--- src/rtl/serial_add_ctrl_pkg.sv ---
// Shared types and helpers for the bit-serial adder sequencer.
// State encoding, default sizes and the full-adder cell.
package serial_add_ctrl_pkg;

  localparam int WIDTH_DEF = 16;
  localparam int CNT_W_DEF = 4;

  typedef enum logic [1:0] {
    IDLE = 2'd0,
    RUN  = 2'd1,
    DONE = 2'd2
  } state_e;

  // Returns {carry, sum}.
  function automatic logic [1:0] fulladder(
    input logic x,
    input logic y,
    input logic ci
  );
    return {(x & y) | (x & ci) | (y & ci), x ^ y ^ ci};
  endfunction

endpackage

--- src/rtl/serial_shift_reg.sv ---
// Loadable right-shift register with serial input into the MSB.
// Load has priority over shift; reset clears the contents.
module serial_shift_reg #(
  parameter int WIDTH = 16
) (
  input  logic             clk,
  input  logic             reset,
  input  logic             load,
  input  logic             shift,
  input  logic             sin,
  input  logic [WIDTH-1:0] pin,
  output logic [WIDTH-1:0] pout
);

  logic [WIDTH-1:0] q_q;
  logic [WIDTH-1:0] q_d;

  always_comb begin
    q_d = q_q;
    if (load) begin
      q_d = pin;
    end else if (shift) begin
      q_d = {sin, q_q[WIDTH-1:1]};
    end
  end

  always_ff @(posedge clk) begin
    if (reset) begin
      q_q <= '0;
    end else begin
      q_q <= q_d;
    end
  end

  assign pout = q_q;

endmodule

--- src/rtl/serial_add_ctrl.sv ---
// Bit-serial WIDTH-bit adder sequencer: one full adder, LSB first.
// Optional subtract port enabled by defining SERIAL_ADD_SUB_EN.
module serial_add_ctrl
  import serial_add_ctrl_pkg::*;
#(
  parameter int WIDTH = WIDTH_DEF,
  parameter int CNT_W = CNT_W_DEF
) (
  input  logic             clk,
  input  logic             reset,
  input  logic             start,
  input  logic [WIDTH-1:0] a,
  input  logic [WIDTH-1:0] b,
  input  logic             cin,
`ifdef SERIAL_ADD_SUB_EN
  input  logic             sub,
`endif
  output logic             busy,
  output logic             done,
  output logic [WIDTH-1:0] sum,
  output logic             cout
);

  localparam logic [CNT_W-1:0] LAST = CNT_W'(WIDTH - 1);

  state_e           state_q, state_d;
  logic [CNT_W-1:0] cnt_q, cnt_d;
  logic             carry_q, carry_d;
  logic             cout_q, cout_d;
  logic [WIDTH-1:0] a_sr, b_sr;
  logic [WIDTH-1:0] b_ld;
  logic             cin_ld;
  logic             accept, run;
  logic [1:0]       fa;
  logic             unused_sr;

`ifdef SERIAL_ADD_SUB_EN
  // Subtract as a + ~b + 1; cout then reads as "no borrow".
  assign b_ld   = sub ? ~b : b;
  assign cin_ld = sub ? 1'b1 : cin;
`else
  assign b_ld   = b;
  assign cin_ld = cin;
`endif

  assign accept = (state_q == IDLE) && start;
  assign run    = (state_q == RUN);
  assign fa     = fulladder(a_sr[0], b_sr[0], carry_q);

  serial_shift_reg #(.WIDTH(WIDTH)) u_a_sr (
    .clk   (clk),
    .reset (reset),
    .load  (accept),
    .shift (run),
    .sin   (1'b0),
    .pin   (a),
    .pout  (a_sr)
  );

  serial_shift_reg #(.WIDTH(WIDTH)) u_b_sr (
    .clk   (clk),
    .reset (reset),
    .load  (accept),
    .shift (run),
    .sin   (1'b0),
    .pin   (b_ld),
    .pout  (b_sr)
  );

  serial_shift_reg #(.WIDTH(WIDTH)) u_sum_sr (
    .clk   (clk),
    .reset (reset),
    .load  (accept),
    .shift (run),
    .sin   (fa[0]),
    .pin   ({WIDTH{1'b0}}),
    .pout  (sum)
  );

  // Only the LSB of each operand feeds the adder.
  assign unused_sr = ^{a_sr[WIDTH-1:1], b_sr[WIDTH-1:1]};

  always_comb begin
    state_d = state_q;
    cnt_d   = cnt_q;
    carry_d = carry_q;
    cout_d  = cout_q;
    case (state_q)
      IDLE: begin
        if (start) begin
          state_d = RUN;
          cnt_d   = '0;
          carry_d = cin_ld;
        end
      end
      RUN: begin
        carry_d = fa[1];
        cnt_d   = cnt_q + CNT_W'(1);
        if (cnt_q == LAST) begin
          cout_d  = fa[1];
          cnt_d   = '0;
          state_d = DONE;
        end
      end
      DONE: begin
        state_d = IDLE;
      end
      default: begin
        state_d = IDLE;
        cnt_d   = '0;
      end
    endcase
  end

  always_ff @(posedge clk) begin
    if (reset) begin
      state_q <= IDLE;
      cnt_q   <= '0;
      carry_q <= 1'b0;
      cout_q  <= 1'b0;
    end else begin
      state_q <= state_d;
      cnt_q   <= cnt_d;
      carry_q <= carry_d;
      cout_q  <= cout_d;
    end
  end

  assign busy = (state_q == RUN) || (state_q == DONE);
  assign done = (state_q == DONE);
  assign cout = cout_q;

endmodule
--- config.mk ---
export PLATFORM = sky130hd
export DESIGN_NAME = serial_add_ctrl
export DESIGN_NICKNAME = d
export VERILOG_FILES = /design/src/rtl/serial_add_ctrl_pkg.sv /design/src/rtl/serial_shift_reg.sv /design/src/rtl/serial_add_ctrl.sv
export SDC_FILE = /design/constraint.sdc
export NUM_CORES = 1
export LEC_CHECK = 0
export BUFFER_PORTS_ARGS = -buffer_cell sky130_fd_sc_hd__buf_4
export CELL_PAD_IN_SITES_DETAIL_PLACEMENT = 0
export CELL_PAD_IN_SITES_GLOBAL_PLACEMENT = 1
export CORE_MARGIN = 5
export CORE_UTILIZATION = 35
export CTS_CLUSTER_SIZE = 8
export DETAILED_ROUTE_END_ITERATION = 12
export PLACE_DENSITY = 0.74
export RECOVER_POWER = 100
export SLEW_MARGIN = 20
export SYNTH_ARGS = -nofsm -noshare
export SYNTH_HDL_FRONTEND = slang
export SYNTH_SLANG_ARGS = --single-unit
--- constraint.sdc ---
create_clock -name clk -period 2.25 [get_ports clk]
set_input_delay 0.45 -clock clk [delete_from_list [all_inputs] [get_ports clk]]
set_output_delay 0.45 -clock clk [all_outputs]
set_load 0.01 [all_outputs]
* Word level (Yosys, flattened, before mapping)
Cells that the tools add are included. Widths: inputs -> output; s select.
Cells by class: bitwise logic cells 8, muxes and demuxes 12, equality and inequality tests 5, add/subtract/negate cells 1, reduce and logical (&&, ||, !) cells 10
Operators by type and width (count):
- $mux 16 | 4
- $pmux 4 s3 | 1
- $mux 4 | 2
- $reduce_and 2->1 | 4
- $add 4x1->4 const B | 1
- $eq 4x4->1 const B | 1
- $mux 2 | 2
- $pmux 2 s2 | 1
- $reduce_bool 2->1 | 2
- $and 1x1->1 | 3
- $eq 2x1->1 const B | 1
- $eq 2x2->1 const B | 1
- $logic_not 2->1 | 1
- $ne 2x1->1 const B | 1
- $ne 2x2->1 const B | 1
- $or 1x1->1 | 2
- $pmux 1 s2 | 1
- $reduce_or 2->1 | 1
- $xor 1x1->1 | 2
- $logic_and 1x1->1 | 1
- $logic_or 1x1->1 | 1
- $mux 1 | 1
- $not 1->1 | 1
Word-level totals: logic and storage cells 43, output and inout port bits 19, input port bits 36, register bits after elaboration 56

* Logic depth before layout (Yosys ltp)
Gate-level depths: netlist of the first run.
depth after elaboration 4, mapped depth 8, gate-level depth less buffers 6

* Hierarchy
A second synthesis of the first run with hierarchy kept.
Unflattened totals: cells, all modules 268, area total of the unflattened synthesis 2890.3 um^2
By module, submodules not included:
- serial_shift_reg | area each 805.8 um^2, sequential area each 320.3 um^2, cells each 71, times used 3
- serial_add_ctrl | area each 473.0 um^2, sequential area each 160.2 um^2, cells each 55, times used 1

* Worst setup path before layout of the first run
OpenSTA, ideal clock, no wires.
path type flip-flop to flip-flop, start point reg state_q[0], end point reg cnt_q[3], arrival time 1.700 ns, path buffers 1, setup slack 0.476 ns, stages on the path, launching flop included 8, cell sequence dfxtp_1 > inv_1 > ha_1 > nor2b_1 > buf_6 > or2_4 > or4_1 > a31oi_1
On the way: longest elaborated chain between the ends 3, elaborated cells between the ends (all ways) 7, those cells by class eq/ne: 3; mux: 1; bitwise: 1; reduce/logical: 2
Ends and longest elaborated chain:
- start: declaration | RTL line serial_add_ctrl.sv:26 | state_e state_q, state_d;
- start signal: assignment | RTL line serial_add_ctrl.sv:122 | state_q <= state_d;
- $logic_not 2->1 / $eq 2x2->1 (equally long branches) | RTL line serial_add_ctrl.sv:88 | case (state_q)
- $ne 2x2->1 (no source line) / $not 1->1 (equally long branches)
- $reduce_and 2->1 (no source line)
- end signal: assignment | RTL line serial_add_ctrl.sv:123 | cnt_q <= cnt_d;
- end: declaration | RTL line serial_add_ctrl.sv:27 | logic [CNT_W-1:0] cnt_q, cnt_d;
Several ways; a longest one is shown, not always the timed one. A chain may end at the register's enable or synchronous reset.

* Worst setup path in the final report of the first run
start point reg state_q[1], end point reg u_a_sr.q_q[7], in the netlist u_a_sr.pout[7]
On the way: longest elaborated chain between the ends 3, elaborated cells between the ends (all ways) 5, those cells by class eq/ne: 1; mux: 1; reduce/logical: 3
Ends and longest elaborated chain:
- $logic_not 2->1 | RTL line serial_add_ctrl.sv:46 | assign accept = (state_q == IDLE) && start;
- $logic_and 1x1->1 | RTL line serial_add_ctrl.sv:46
- $mux 16 / $reduce_bool 2->1 (equally long branches)
- end signal: assignment | RTL line serial_shift_reg.sv:31 | q_q <= q_d;
- end: declaration | RTL line serial_shift_reg.sv:15 | logic [WIDTH-1:0] q_q;
Several ways; a longest one is shown, not always the timed one.

==> results of run 1 <==
-- worst max-delay path, cell delays in order (launching register included) --
cell and delay, ps:
dfxtp_1 330, inv_1 100, ha_1 600, buf_4 440, mux2i_1 130, a211oi_1 260
-- logic make-up (layout without fill, tap and decap cells) --
kind of cell             count (synthesis)  count (layout)  synth area share
AO/OA/AOI/OAI                           40              40             0.118
buffers and inverters                   22              71            0.0401
flip-flops                              56              56             0.467
AND/OR/NAND/NOR                         77              77             0.140
multiplexers                            48              48             0.200
adder cells (fa/ha/maj)                  6               6            0.0344
-- layout make-up --
class / count / area, sq um / share of cell area
Clock buffer: 5 / 68.8 / 0.0237
Multi-Input combinational cell: 171 / 1180 / 0.406
Timing Repair Buffer: 60 / 379 / 0.130
Inverter: 3 / 11.3 / 0.00387
Clock inverter: 3 / 47.5 / 0.0163
Sequential cell: 56 / 1120 / 0.385
Tap cell: 80 / 100 / 0.0344
-- synth_stat cells, drive strengths merged, types with 2 or more instances --
cell type  count  area, sq um
dfxtp         56         1120
nor2          53          199
mux2i         48          480
a211oi        30          225
clkbuf        12         45.0
buf            7         40.0
a21oi          6         30.0
nand2          6         22.5
ha             5         62.6
nand3          4         20.0
inv            3         11.3
nand3b         2         15.0
nand4          2         12.5
nor2b          2         12.5
nor3           2         10.0
-- cells in the final DEF (no fill, tap or decap), drive strengths merged --
cell     instances
a2111oi          1
a211oi          30
a21oi            6
a31oi            1
buf             41
bufinv           1
clkbuf          24
clkinv           2
dfxtp           56
fa               1
ha               5
inv              3
mux2i           48
nand2            6
nand2b           1
nand3            4
nand3b           2
nand4            2
nor2            53
nor2b            2
nor3             2
nor3b            1
nor4b            1
o21ai            1
o22a             1
or2              1
or3              1
or4              1
-- path summary, 6_finish.rpt --
path	start	to	slack, ps
worst max-delay path	state_q[1]$_SDFFE_PP0P_	u_a_sr.pout[7]$_SDFFE_PP0P_	290
worst min register to register	u_b_sr.pout[15]$_SDFFE_PP0P_	u_b_sr.pout[15]$_SDFFE_PP0P_	490
worst max register to register	state_q[1]$_SDFFE_PP0P_	u_a_sr.pout[7]$_SDFFE_PP0P_	290
worst min-delay path	a[15]	u_a_sr.pout[15]$_SDFFE_PP0P_	420
-- per-stage QoR --
step / std cells / area [sq um] / hold slack, ps / power (W)
6_report: 378 / 2910 / 420 / 0.00224
5_1_grt: 378 / 2910 / 431 / 0.00238
4_1_cts: 378 / 3000 / 415 / 0.00229
3_5_place_dp: 370 / 2880 / 478 / 0.00162
3_3_place_gp: 370 / 2880 / 475 / 0.00162
2_1_floorplan: 249 / 2400 / 460 / 0.00149
-- metal layers --
metal,vias up,part of all wire,GRT usage
met2,33,0.45,0.176
li1,973,-,-
met3,8,0.053,0.0284
met4,0,0.015,0.0403
met5,-,0,0
met1,843,0.48,0.152
-- state kept, by name (all words and copies together) (netlist names) --
name and count:
u_b_sr.pout 16, u_a_sr.pout 16, u_sum_sr.pout 16, state_q 2
cnt_q 4, cout 1, carry_q 1
-- power by group through the flow --
stage                     clock network, W  logic, W  registers (W)
after detailed placement                 0  0.000475        0.00115
after global routing              0.000725  0.000515        0.00114
after CTS                         0.000682  0.000478        0.00113
after floorplan                          0  0.000359        0.00114
after global placement                   0  0.000476        0.00115
final                             0.000658  0.000459        0.00112
==> metrics.csv, run 1 <==
metric,value,unit
post-layout util,0.433,
Post-DRT Antenna Nets,0,
Post-synth EDFFs,0,
DRC,0,
initial antenna violation count,0,
worst slew pin tran,677,ps
# rows,30,
Fmax,509,MHz
crit-path max FO,22,
pre-CTS setup slack,323,ps
sequential-to-total area share from yosys stat,0.467,
r2r worst-path depth,5,
vias in the first global route,1763,
Lkg Pwr,1.12,nW
first-pass GRT wire length,8.02,mm
power per cell area,770,mW/mm^2
final hold vios,0,
clk_skew,7.04,ps
initial core utilization,0.357,
CTS Hold Buffers Added,0,
Yosys Warn Count,0,
fillers,688,
Setup-failing EPs final,0,
Pint,0.00163,W
worst min path class,input port to flip-flop,
"Data arrival, critical path",2180,ps
Net Sw Frac,0.271,
Yosys reg bits,56,
fin crit share,0.872,
total CTS buffers,5,
global placement routability congestion,0.742,
Die ar.,0.00862,sq mm
clk slew on worst S/H paths,100,ps
number of port buffers,54,
Post-synth top flop,dfxtp_1,
height of the die,92.8,microns
gr ovfl total,0,
Crit Path Class,flip-flop to flip-flop,
CTS tree,yes,
P_sw,0.000608,W
RSZ-0062 raised after global routing,no,
sequential share of power,0.502,
area grow syn2layout,21.2,%
cell count after synthesis,249,
status,"finished, final reports clean",
maximum VDD drop,0.000329,V
Final nets,339,
clock network power share,0.293,
CP Capture Type,flip-flop,
DR vias/cell,4.91,
fraction of layout cells with a size suffix above 1,0.164,
dpl hpwl,3.39,mm
required time worst endpoint,2460,ps
htree depth,2,
largest net degree at the start of global routing,41,
Root Driver,clkbuf_8,
Diodes inserted,0,
async set or reset register ratio after synthesis,0,
starting DRC count in detailed routing,48,
fin crit period,1960,ps
syn nets,291,
DR vias,1857,
WL final,4.77,mm
I/O pin total,55,
Synth Cell Area,0.00240,sq mm
Total GRT Usage,0.113,
Skew-Pair Late Insertion Delay,310,ps
clock sink total,56,
Mapped Avg Cell Area,9.64,sq um
core area,0.00672,sq mm
Max clock buf depth,2,
Die Width,92.8,microns
Startpoint Class,flip-flop,
setup TNS,0,ps
post-CTS setup buffers,0,
worst setup margin,287,ps
max_cap viols,0,
DR pass1 iterations,4,
hold path cells,3,
Netlist cell types,28,
Logic pwr share,0.205,
post-CTS sizing,0,
Max transition margin,0.549,
WL/cell,12.6,microns
"Slew Viols, Final",0,
Note: power is estimated with default switching activity, not from simulation.
==> run 2: changes to the inputs <==
- clock period: 2.25 -> 2.2 ns (I/O delays scaled with it)
==> run 2 against run 1 <==
  * Clock power decreased by 12%
  * Core utilization hardly changed
  * Sequential power barely moved
  * First-iteration DRC count increased by 17%
==> metrics.csv, run 2 (synthesis results as in run 1) <==
metric,value,unit,change
status,"finished, final reports clean",,unchanged
htree depth,2,,unchanged
post-CTS sizing,0,,unchanged
worst slew pin tran,645,ps,was 677 ps
number of port buffers,54,,unchanged
Total GRT Usage,0.116,,was 0.113
global placement routability congestion,0.754,,was 0.742
DR pass1 iterations,3,,was 4
largest net degree at the start of global routing,41,,unchanged
# rows,30,,unchanged
worst min path class,input port to flip-flop,,unchanged
CP Launch Point,state_q[0]$_SDFFE_PP0P_,,was state_q[1]$_SDFFE_PP0P_
"slowest stage delay, CP",490,ps,was 600 ps
Crit Path Class,flip-flop to flip-flop,,unchanged
Die ar.,0.00862,sq mm,unchanged
initial antenna violation count,0,,unchanged
placed cell areas,0.00290,sq mm,was 0.00288 sq mm
Post-DRT Antenna Nets,0,,unchanged
WL/cell,12.4,microns,was 12.6 microns
Bufs and invs on worst path,1,,was 2
fin area,0.00291,sq mm,about the same
area grow syn2layout,21.2,%,about the same
"CP delay by family, top",simple AND/OR/NAND/NOR gates,,was adder cells
most frequent cells in the layout,"56 x dfxtp_1, 53 x nor2_1, 48 x mux2i_1",,unchanged
max_cap viols,0,,unchanged
DR vias/cell,4.94,,was 4.91
Final nets,340,,was 339
clk slew on worst S/H paths,100,ps,about the same
fraction of layout cells with a size suffix above 1,0.167,,was 0.164
CP max stage cell,or4_1,,was ha_1
maximum VDD drop,0.000290,V,was 0.000329 V
final hold vios,0,,unchanged
fin crit period,1880,ps,was 1960 ps
required time worst endpoint,2430,ps,was 2460 ps
Die Width,92.8,microns,unchanged
power per cell area,760,mW/mm^2,was 770 mW/mm^2
first-pass GRT wire length,8.27,mm,was 8.02 mm
dpl hpwl,3.39,mm,about the same
CP Capture Type,flip-flop,,unchanged
"Data arrival, critical path",2120,ps,was 2180 ps
Global Route met3 Usage,0.0292,,was 0.0284
DRC,0,,unchanged
total CTS buffers,5,,unchanged
post-CTS setup buffers,0,,unchanged
pre-CTS setup slack,356,ps,was 323 ps
I/O pin total,55,,unchanged
WL final,4.69,mm,was 4.77 mm
"Slew Viols, Final",0,,unchanged
Startpoint Class,flip-flop,,unchanged
Setup-failing EPs final,0,,unchanged
worst setup margin,315,ps,was 287 ps
gr ovfl total,0,,unchanged
crit-path max FO,6,,was 22
M2 GR Usage,0.184,,was 0.176
Root Driver,clkbuf_8,,unchanged
CTS tree,yes,,unchanged
Lkg Pwr,1.12,nW,about the same
Max transition margin,0.570,,was 0.549
setup TNS,0,ps,unchanged
R2R Path Start,state_q[0]$_SDFFE_PP0P_,,was state_q[1]$_SDFFE_PP0P_
"commonest non-fill, non-tap cell in the layout",dfxtp_1,,unchanged
vias in the first global route,1848,,was 1763
clock sink total,56,,unchanged
GR peak layer,met2,,unchanged
DR vias,1872,,was 1857
Fmax,531,MHz,was 509 MHz
starting DRC count in detailed routing,56,,was 48
RSZ-0062 raised after global routing,no,,unchanged
fillers,697,,was 688
core area,0.00672,sq mm,unchanged
Max clock buf depth,2,,unchanged
met1 GRT Util,0.153,,was 0.152
CTS Hold Buffers Added,0,,unchanged
fin crit share,0.857,,was 0.872
initial core utilization,0.357,,unchanged
Skew-Pair Late Insertion Delay,300,ps,was 310 ps
post-layout util,0.433,,about the same
crit-path cells,"inv_1, ha_1, nor2b_1, or2_0, or4_1, a31oi_1",,"was inv_1, ha_1, buf_4, mux2i_1, a211oi_1"
Hold Crit Start,b[4],,was a[15]
clk_skew,6.51,ps,was 7.04 ps
height of the die,92.8,microns,unchanged
Diodes inserted,0,,unchanged
## run 2: cell count changes in the layout (fill, tap and decap cells not counted), sizes merged
cell    change
bufinv      -1
buf         -3
inv         +1
clkinv      -1
clkbuf      +5
## run 2: worst paths after layout
kind                            cells after the start  slack, ps                            to
worst min-delay path                                3        420   u_b_sr.pout[4]$_SDFFE_PP0P_
worst max register to register                      6        320         cnt_q[3]$_SDFFE_PP0P_
worst max-delay path                                6        320         cnt_q[3]$_SDFFE_PP0P_
worst min register to register                      2        490  u_b_sr.pout[15]$_SDFFE_PP0P_
## run 2: final cells by class
class	instances	area (sq um)	share of cell area
Multi-Input combinational cell	171	1190	0.410
Clock inverter	2	13.8	0.00473
Timing Repair Buffer	61	388	0.133
Clock buffer	6	82.6	0.0284
Sequential cell	56	1120	0.385
Inverter	3	11.3	0.00387
Tap cell	80	100	0.0344
## run 2: through the flow
step | std cells | hold slack, ps | power [W]
6_report | 379 | 419 | 0.00221
5_1_grt | 379 | 415 | 0.00237
4_1_cts | 379 | 404 | 0.00226
3_5_place_dp | 371 | 474 | 0.00168
3_3_place_gp | 371 | 473 | 0.00167
2_1_floorplan | 249 | 460 | 0.00153
## run 2: tightest hold or removal path, delay by kind of cell
family,cells,cell delay (ps)
buffers and inverters,1,110
and+or+nand+nor,1,90
AOI/OAI and AO/OA,1,50
## run 2: per-layer routing
metal	vias up	part of all wire
met2	33	0.46
li1	978	-
met5	-	0
met1	857	0.48
met4	0	0.011
met3	4	0.049
## run 2: report_power, final
part           leakage (nW)  switching [W]  internal [W]
clock network        0.0516       0.000322      0.000258
registers             0.459      0.0000496       0.00110
logic                 0.609       0.000245      0.000236
total                  1.12       0.000616       0.00160
